[config.mk]
export PLATFORM = sky130hd
export DESIGN_NAME = stopwatch_timer
export DESIGN_NICKNAME = d
export VERILOG_FILES = /design/src/rtl/stopwatch_pkg.sv /design/src/rtl/stopwatch_tick_divider.sv /design/src/rtl/stopwatch_timer.sv
export SDC_FILE = /design/constraint.sdc
export NUM_CORES = 1
export LEC_CHECK = 0
export BUFFER_PORTS_ARGS = -buffer_cell sky130_fd_sc_hd__clkbuf_2
export CORE_ASPECT_RATIO = 0.5
export CORE_MARGIN = 3
export CORE_UTILIZATION = 45
export DETAILED_ROUTE_END_ITERATION = 12
export PLACE_DENSITY = 0.68
export SETUP_SLACK_MARGIN = 0.4
export SYNTH_ARGS = -nofsm -noshare
export SYNTH_HDL_FRONTEND = slang
export SYNTH_SLANG_ARGS = --single-unit
[constraint.sdc]
create_clock -name clock -period 9.03 [get_ports clock]
set_input_delay 1.806 -clock clock [delete_from_list [all_inputs] [get_ports clock]]
set_output_delay 1.806 -clock clock [all_outputs]
set_load 0.01 [all_outputs]
[src/rtl/stopwatch_pkg.sv]
// Shared definitions for the stopwatch: field limits, mode encoding, the
// 24-bit {hours, minutes, seconds} layout and the time arithmetic helpers.
package stopwatch_pkg;

  localparam logic [7:0] SEC_MAX = 8'd59;
  localparam logic [7:0] MIN_MAX = 8'd59;

  localparam logic MODE_UP   = 1'b0;
  localparam logic MODE_DOWN = 1'b1;

  // Bit layout matches load_time / lap_time: [23:16] hh, [15:8] mm, [7:0] ss.
  typedef struct packed {
    logic [7:0] hh;
    logic [7:0] mm;
    logic [7:0] ss;
  } time_t;

  function automatic logic [7:0] clamp8(input logic [7:0] v, input logic [7:0] lim);
    return (v > lim) ? lim : v;
  endfunction

  function automatic time_t time_clamp(input time_t t, input logic [7:0] hmax);
    time_t r;
    r.hh = clamp8(t.hh, hmax);
    r.mm = clamp8(t.mm, MIN_MAX);
    r.ss = clamp8(t.ss, SEC_MAX);
    return r;
  endfunction

  // Full carry chain resolves in one step, so HOURS_MAX:59:59 goes straight to 0.
  function automatic time_t time_inc(input time_t t, input logic [7:0] hmax);
    time_t r;
    r = t;
    if (t.ss != SEC_MAX) r.ss = t.ss + 8'd1;
    else begin
      r.ss = '0;
      if (t.mm != MIN_MAX) r.mm = t.mm + 8'd1;
      else begin
        r.mm = '0;
        r.hh = (t.hh >= hmax) ? 8'd0 : t.hh + 8'd1;
      end
    end
    return r;
  endfunction

  // Caller guarantees t != 0.
  function automatic time_t time_dec(input time_t t);
    time_t r;
    r = t;
    if (t.ss != 8'd0) r.ss = t.ss - 8'd1;
    else begin
      r.ss = SEC_MAX;
      if (t.mm != 8'd0) r.mm = t.mm - 8'd1;
      else begin
        r.mm = MIN_MAX;
        r.hh = t.hh - 8'd1;
      end
    end
    return r;
  endfunction

endpackage

[src/rtl/stopwatch_tick_divider.sv]
// tick_divider: free-running prescaler that pulses tick for one cycle every
// TICKS_PER_SEC enabled cycles. Holds its count while enable is low.
// Ports: clock, reset (sync active-low, also used as a clear), enable, tick.
module tick_divider #(
  parameter int TICKS_PER_SEC = 25000000
) (
  input  logic clock,
  input  logic reset,
  input  logic enable,
  output logic tick
);
  localparam int CW = (TICKS_PER_SEC > 2) ? $clog2(TICKS_PER_SEC) : 1;
  localparam logic [CW-1:0] LAST = CW'(TICKS_PER_SEC - 1);

  logic [CW-1:0] cnt;

  assign tick = enable && (cnt == LAST);

  always_ff @(posedge clock) begin
    if (!reset)      cnt <= '0;
    else if (tick)   cnt <= '0;
    else if (enable) cnt <= cnt + 1'b1;
  end
endmodule

[src/rtl/stopwatch_timer.sv]
// stopwatch_timer: up/down hh:mm:ss stopwatch with load, countdown expiry
// and optional lap capture (enable with `define STOPWATCH_LAP_EN).
// Ports: clock, reset (sync active-low), start_stop (level, rising edge
// toggles run), mode (0 up / 1 down), load + load_time {hh,mm,ss},
// lap pulse; outputs seconds/minutes/hours, running, expired (sticky),
// lap_time {hh,mm,ss}, lap_valid (one-cycle pulse).
module stopwatch_timer
  import stopwatch_pkg::*;
#(
  parameter int TICKS_PER_SEC = 25000000,
  parameter int HOURS_MAX     = 99
) (
  input  logic        clock,
  input  logic        reset,
  input  logic        start_stop,
  input  logic        mode,
  input  logic        load,
  input  logic [23:0] load_time,
  input  logic        lap,
  output logic [7:0]  seconds,
  output logic [7:0]  minutes,
  output logic [7:0]  hours,
  output logic        running,
  output logic        expired,
  output logic [23:0] lap_time,
  output logic        lap_valid
);
  localparam logic [7:0] HMAX = 8'(HOURS_MAX);

  time_t cur, nxt_t;
  logic  ss_q, run_q, exp_q, nxt_run, nxt_exp;
  logic  ss_edge, at_zero, sec_tick;

  // Load restarts the partial second by clearing the prescaler.
  tick_divider #(.TICKS_PER_SEC(TICKS_PER_SEC)) u_div (
    .clock  (clock),
    .reset  (reset & ~load),
    .enable (run_q),
    .tick   (sec_tick)
  );

  assign ss_edge = start_stop & ~ss_q;
  assign at_zero = (cur == '0);

  always_comb begin
    nxt_t   = cur;
    nxt_run = run_q;
    nxt_exp = exp_q;
    // An exhausted countdown cannot be restarted until reloaded.
    if (ss_edge && !(mode == MODE_DOWN && at_zero)) nxt_run = ~run_q;
    if (load) begin
      nxt_t   = time_clamp(time_t'(load_time), HMAX);
      nxt_exp = 1'b0;
    end else if (sec_tick) begin
      if (mode == MODE_UP) nxt_t = time_inc(cur, HMAX);
      else begin
        if (!at_zero) nxt_t = time_dec(cur);
        // Expiry overrides any coincident start_stop toggle.
        if (nxt_t == '0) begin
          nxt_run = 1'b0;
          nxt_exp = 1'b1;
        end
      end
    end
  end

  always_ff @(posedge clock) begin
    if (!reset) begin
      cur   <= '0;
      run_q <= 1'b0;
      exp_q <= 1'b0;
      ss_q  <= start_stop;
    end else begin
      cur   <= nxt_t;
      run_q <= nxt_run;
      exp_q <= nxt_exp;
      ss_q  <= start_stop;
    end
  end

  assign seconds = cur.ss;
  assign minutes = cur.mm;
  assign hours   = cur.hh;
  assign running = run_q;
  assign expired = exp_q;

`ifdef STOPWATCH_LAP_EN
  time_t lap_q;
  logic  lap_v;

  // Captures the time as it stands before this cycle's update.
  always_ff @(posedge clock) begin
    if (!reset) begin
      lap_q <= '0;
      lap_v <= 1'b0;
    end else begin
      lap_v <= lap;
      if (lap) lap_q <= cur;
    end
  end

  assign lap_time  = lap_q;
  assign lap_valid = lap_v;
`else
  logic unused_lap;
  assign unused_lap = lap;
  assign lap_time   = '0;
  assign lap_valid  = 1'b0;
`endif
endmodule

==> results of run 1 <==
worst paths after layout:
path / to / slack (ns) / from / depth (start not counted)
worst max register to register: running$_SDFF_PN0_ / 5.29 / seconds[0]$_SDFFE_PN0P_ / 9
worst min-delay path: expired$_SDFFE_PP0P_ / 0.50 / expired$_SDFFE_PP0P_ / 1
worst min register to register: expired$_SDFFE_PP0P_ / 0.50 / expired$_SDFFE_PP0P_ / 1
worst max-delay path: hours[1]$_SDFFE_PN0P_ / 5.12 / mode / 7
registers in the layout, summed over array words and instances, names as in the netlist:
register	count
minutes	8
running	1
expired	1
seconds	8
ss_q	1
u_div.cnt	25
hours	8
Yosys cell counts, types with 3 or more instances:
master	instances
nor2_1	54
dfxtp_1	52
nand2_1	49
a21oi_1	40
clkbuf_1	33
buf_4	26
nand3_1	26
o21ai_0	24
xor2_1	23
inv_1	15
xnor2_1	15
and3_1	13
nor4_1	13
nand4_1	11
nor3_1	9
o31ai_1	8
a221oi_1	7
ha_1	7
o211ai_1	7
or3_1	7
nor2b_1	6
o22ai_1	6
or4_1	6
a31oi_1	5
a211oi_1	4
nand2b_1	4
nor3b_1	4
and2_1	3
buf_1	3
mux2_2	3
nor4b_1	3
o21a_1	3
o221a_2	3
o32ai_1	3
o41ai_1	3
logic make-up after synthesis:
| group | synth area share, % |
|---|---|
| AOI/OAI and AO/OA | 21.4 |
| muxes | 1.38 |
| DFF | 26.7 |
| adders and majority gates | 2.25 |
| buffers and inverters | 10.1 |
| xor gates and xnor gates | 8.55 |
| and+or+nand+nor | 29.5 |
| other | 0.0963 |
area by class of cell:
| type | count | area [sq um] |
|---|---|---|
| inverters | 15 | 56.3 |
| clock inverters | 3 | 25.0 |
| well taps | 112 | 140 |
| clock buffers | 5 | 125 |
| multi-input cells | 424 | 2550 |
| repair buffers | 57 | 293 |
| fillers | 832 | 3970 |
| flip-flops and latches | 52 | 1040 |
power breakdown:
group	switching, mW	total (mW)	internal (mW)	leakage, nW
sequential	0.0202	0.256	0.236	0.424
combinational	0.0792	0.128	0.0489	1.15
clock	0.0930	0.198	0.105	0.0708
total	0.192	0.583	0.390	1.65
metal layers:
layer  vias to the layer above  track usage [%]  routed length [um]
met5                         -                0                   0
met4                         0             3.76                  41
met3                         4             5.68                 940
met2                       176             31.3                4430
met1                      1779             29.6                4680
li1                       1914                -                   -
per-stage QoR:
stage	hold WS, ns	instance area (sq um)	utilization, %	instances	worst slack [ns]
finish	0.500	4230	51.6	668	5.12
floorplan	0.472	3980	-	554	5.60
global placement	0.478	4080	49.7	660	4.87
detailed placement	0.487	4080	49.7	660	4.84
global route	0.509	4230	51.6	668	4.90
CTS	0.505	4230	51.6	668	5.15
critical path, stage by stage:
cell	delay, ns
clkbuf_2	0.08
buf_4	0.35
a21oi_1	0.22
nor2_1	0.83
a21oi_1	0.34
and3_1	0.27
a31o_2	0.20
==> results by group, run 1 <==
Logic synthesis
  – FF+latch count, synth: 52
  – Syn Area/Cell: 7.34 sq um
  – Area contributors post-synth: dfxtp_1 (27%), nor2_1 (5.2%), xor2_1 (5.2%)
  – Post-synth ARST share: 0%
  – Seq/Total Area, Yosys: 26.7%
  – Mapped Area: 3890 sq um
  – Cell variety after synth: 59
  – Warnings, synthesis: 0
  – Post-synth EDFFs: 0
  – Post-synth top flop: dfxtp_1
  – Area share of the largest cell type after synthesis: 26.7%
  – Syn Inst Count: 530
  – Dominant cell type by area after synthesis: dfxtp_1

Routing
  – DRT iter0 DRCs: 422
  – DRT Pass-1 Iters: 5
  – DR vias/cell: 5.80
  – Final wirelength: 10100 um
  – Via count: 3873
  – Avg WL per Cell: 15.1 um
  – Antenna viol nets, final: 0
  – Residual DRC count: 0

GRT
  – Total GRT Usage: 20.6%
  – Number of global-route vias before repair: 3402
  – Initial antenna violation count: 0
  – Largest net degree at the start of global routing: 39
  – Total congestion overflow: 0
  – First-pass GRT wire length: 16700 um

Setup path
  – Critical path class: in2reg
  – CP Capture Type: register
  – CP arrival: 4.10 ns
  – Max FO, Critical Path: 38
  – Crit start category: primary input
  – Worst EP required: 9.22 ns

Cells and area
  – Synthesis-to-layout area growth: 8.68%
  – Nets: 592
  – Share of cells above drive strength 1: 14.4%
  – Most frequent cells in the layout: nor2_1 (54), clkbuf_2 (54), dfxtp_1 (52), nand2_1 (49), a21oi_1 (40)
  – N_diodes: 0

Placed design
  – Routability congestion estimate: 0.863
  – Post-detail-place hpwl: 7270 um
  – Number of port buffers: 54

Timing
  – Slew @ Worst Pin: 1.02 ns
  – Post-route setup TNS: 0 ns
  – Worst rel slew slack: 31.4%
  – Final slew viol count: 0
  – Achievable Freq: 256 MHz
  – Final Cycle Share: 43.3%
  – Unrepaired setup endpoints after global routing: false
  – Setup-failing EPs final: 0
  – Final Skew: 0.00589 ns
  – Final hold vios: 0
  – Minimum clock period: 3.91 ns

Clock network
  – Clock latency on the worst-skew pair: 0.30 ns
  – Clock sinks: 52
  – Root buffer cell: clkbuf_16
  – CTS buffer count: 5
  – H-tree levels: 2
  – PostCTS Resize Cnt: 0
  – Hold Buf Count CTS: 0
  – Post-CTS Setup Bufs: 0
  – Clock Path Buffers: 2
  – TritonCTS clock tree: yes
  – Clock slew at reported path FFs: 0.07 ns

Power and ir drop
  – PnR Total Power: 0.583 mW
  – Maximum VDD drop: 80.9 uV
  – P_leak: 1.65 nW
  – PD cells: 138 nW/um^2

Floorplan
  – Die Width: 138 um
  – Core Region: 8200 sq um
  – Initial Util: 47.5%
  – Die Y: 71.8 um
  – Die ar.: 9870 sq um
  – FP Rows: 23
  – I/O pin count: 81

Run
  – MaxCap Viol Count: 0

Status
  – Status: complete, no violations

Min path
  – HP Class: reg2reg
No activity file was read; power rests on OpenSTA's default activity.
==> inputs of run 2 (changes only) <==
- PLACE_DENSITY: 0.68 -> 0.7
- clock period: 9.03 -> 3.3 ns (I/O delays scaled with it)
==> results by group, run 2 (synthesis gave the netlist of run 1 again) <==
Floorplan
  – Die Y: 71.8 um
  – Core Region: 8200 sq um
  – FP Rows: 23
  – Die ar.: 9870 sq um
  – Die Width: 138 um
  – I/O pin count: 81
  – Initial Util: 47.5%

Clock network
  – Clock sinks: 52
  – Root buffer cell: clkbuf_16
  – CTS buffer count: 5
  – TritonCTS clock tree: yes
  – H-tree levels: 2
  – Clock slew at reported path FFs: 0.08 ns
  – Clock latency on the worst-skew pair: 0.30 ns
  – Hold Buf Count CTS: 0
  – Clock Path Buffers: 2

GRT
  – Number of global-route vias before repair: 3583
  – GRT met1 Usage: 31.5%
  – Met3 usage: 3.51%
  – GRT Max-Usage Layer: met2
  – First-pass GRT wire length: 17300 um
  – Total GRT Usage: 21.4%
  – Total congestion overflow: 0
  – Initial antenna violation count: 0
  – Met2 usage: 33.3%
  – Largest net degree at the start of global routing: 24

Cells and area
  – Nets: 628
  – Share of cells above drive strength 1: 21.6%
  – Final Util: 55.8%
  – Finished Cell Area: 4580 sq um
  – Commonest non-fill, non-tap cell in the layout: clkbuf_2
  – Most frequent cells in the layout: clkbuf_2 (54), nor2_1 (53), dfxtp_1 (50), nand2_1 (49), a21oi_1 (40)
  – Fillers: 810
  – Multi-input logic area: 2620 sq um
  – Max reg flops: 25
  – Most flops, register: u_div.cnt
  – Register area: 1050 sq um
  – Final Instance Count excl. Fillers: 704
  – Synthesis-to-layout area growth: 17.6%
  – N_diodes: 0

Setup path
  – R2R depth: 9
  – CP Capture Type: register
  – Critical path class: reg2reg
  – CP arrival: 3.00 ns
  – Critical path origin: minutes[0]$_SDFFE_PN0P_
  – Crit start category: register
  – Reg2reg start: minutes[0]$_SDFFE_PN0P_
  – Max FO, Critical Path: 5
  – Worst EP required: 3.48 ns

Routing
  – Avg WL per Cell: 15.1 um
  – Antenna viol nets, final: 0
  – DR vias/cell: 5.78
  – Final wirelength: 10600 um
  – Via count: 4068
  – DRT iter0 DRCs: 321
  – Residual DRC count: 0
  – DRT Pass-1 Iters: 5

Placed design
  – Post-detail-place hpwl: 7920 um
  – Placed Cells incl. Taps: 691
  – Routability congestion estimate: 0.944
  – Dpl cell area: 4320 sq um
  – Number of port buffers: 54
  – DP Worst Slack: 0.181 ns

Timing
  – Achievable Freq: 356 MHz
  – Worst rel slew slack: 41.3%
  – Setup-failing EPs final: 0
  – Final Cycle Share: 85.2%
  – Final WS setup: 0.488 ns
  – Post-route setup TNS: 0 ns
  – Final slew viol count: 0
  – Unrepaired setup endpoints after global routing: true
  – Minimum clock period: 2.81 ns
  – Hold Slack: 0.467 ns
  – Final hold vios: 0
  – Final Skew: 0.0107 ns
  – Slew @ Worst Pin: 0.872 ns

Min path
  – HP Class: reg2reg
  – Min-Delay Path Depth: 1
  – Min-delay src: expired$_SDFFE_PP0P_

Run
  – MaxCap Viol Count: 0

Power and ir drop
  – PnR Total Power: 1.67 mW
  – P_leak: 1.84 nW
  – PD cells: 366 nW/um^2
  – Maximum VDD drop: 223 uV

Status
  – Status: complete, no violations
==> run 2: worst max-delay path, stage by stage, from the launching register on <==
cell and delay (ns):
dfxtp_1 0.31, inv_1 0.09, ha_1 0.22, or3b_2 0.54, o211ai_1 0.25, o31ai_1 0.12, or4_1 0.41, or4_4 0.44
nor4_4 0.21, a21oi_1 0.10
==> run 2: where the power goes <==
group          total [mW]  switching [mW]  internal, mW  leakage, nW
logic               0.445           0.264         0.180         1.35
clock network       0.557           0.269         0.288       0.0708
registers           0.672          0.0259         0.646        0.425
total                1.67           0.559          1.11         1.84
==> run 2: path summary, 6_finish.rpt <==
check / endpoint / slack, ns
setup / recovery: running$_SDFF_PN0_ / 0.49
hold / removal: expired$_SDFFE_PP0P_ / 0.47
hold reg to reg: expired$_SDFFE_PP0P_ / 0.47
setup reg to reg: running$_SDFF_PN0_ / 0.49
==> run 2: metal layers <==
metal  wire (um)  part of all wire (%)
met5           0                     0
met4          87                  0.82
met3         866                   8.1
met2        4630                    44
met1        5050                    47
==> run 2: repair_timing <==
action                                  in CTS  in global routing
cloned                                       0                  0
resized for setup                            9                  7
buffers inserted                             4                  1
pin swaps                                    7                  3
endpoints found under the setup margin       2                  3
==> run 2: area by class of cell <==
type	count	share of cell area [%]
Multi-Input combinational cell	424	57.3
Sequential cell	52	22.8
Timing Repair Buffer	93	12.3
Tap cell	112	3.06
Clock buffer	5	2.73
Inverter	15	1.23
Clock inverter	3	0.547
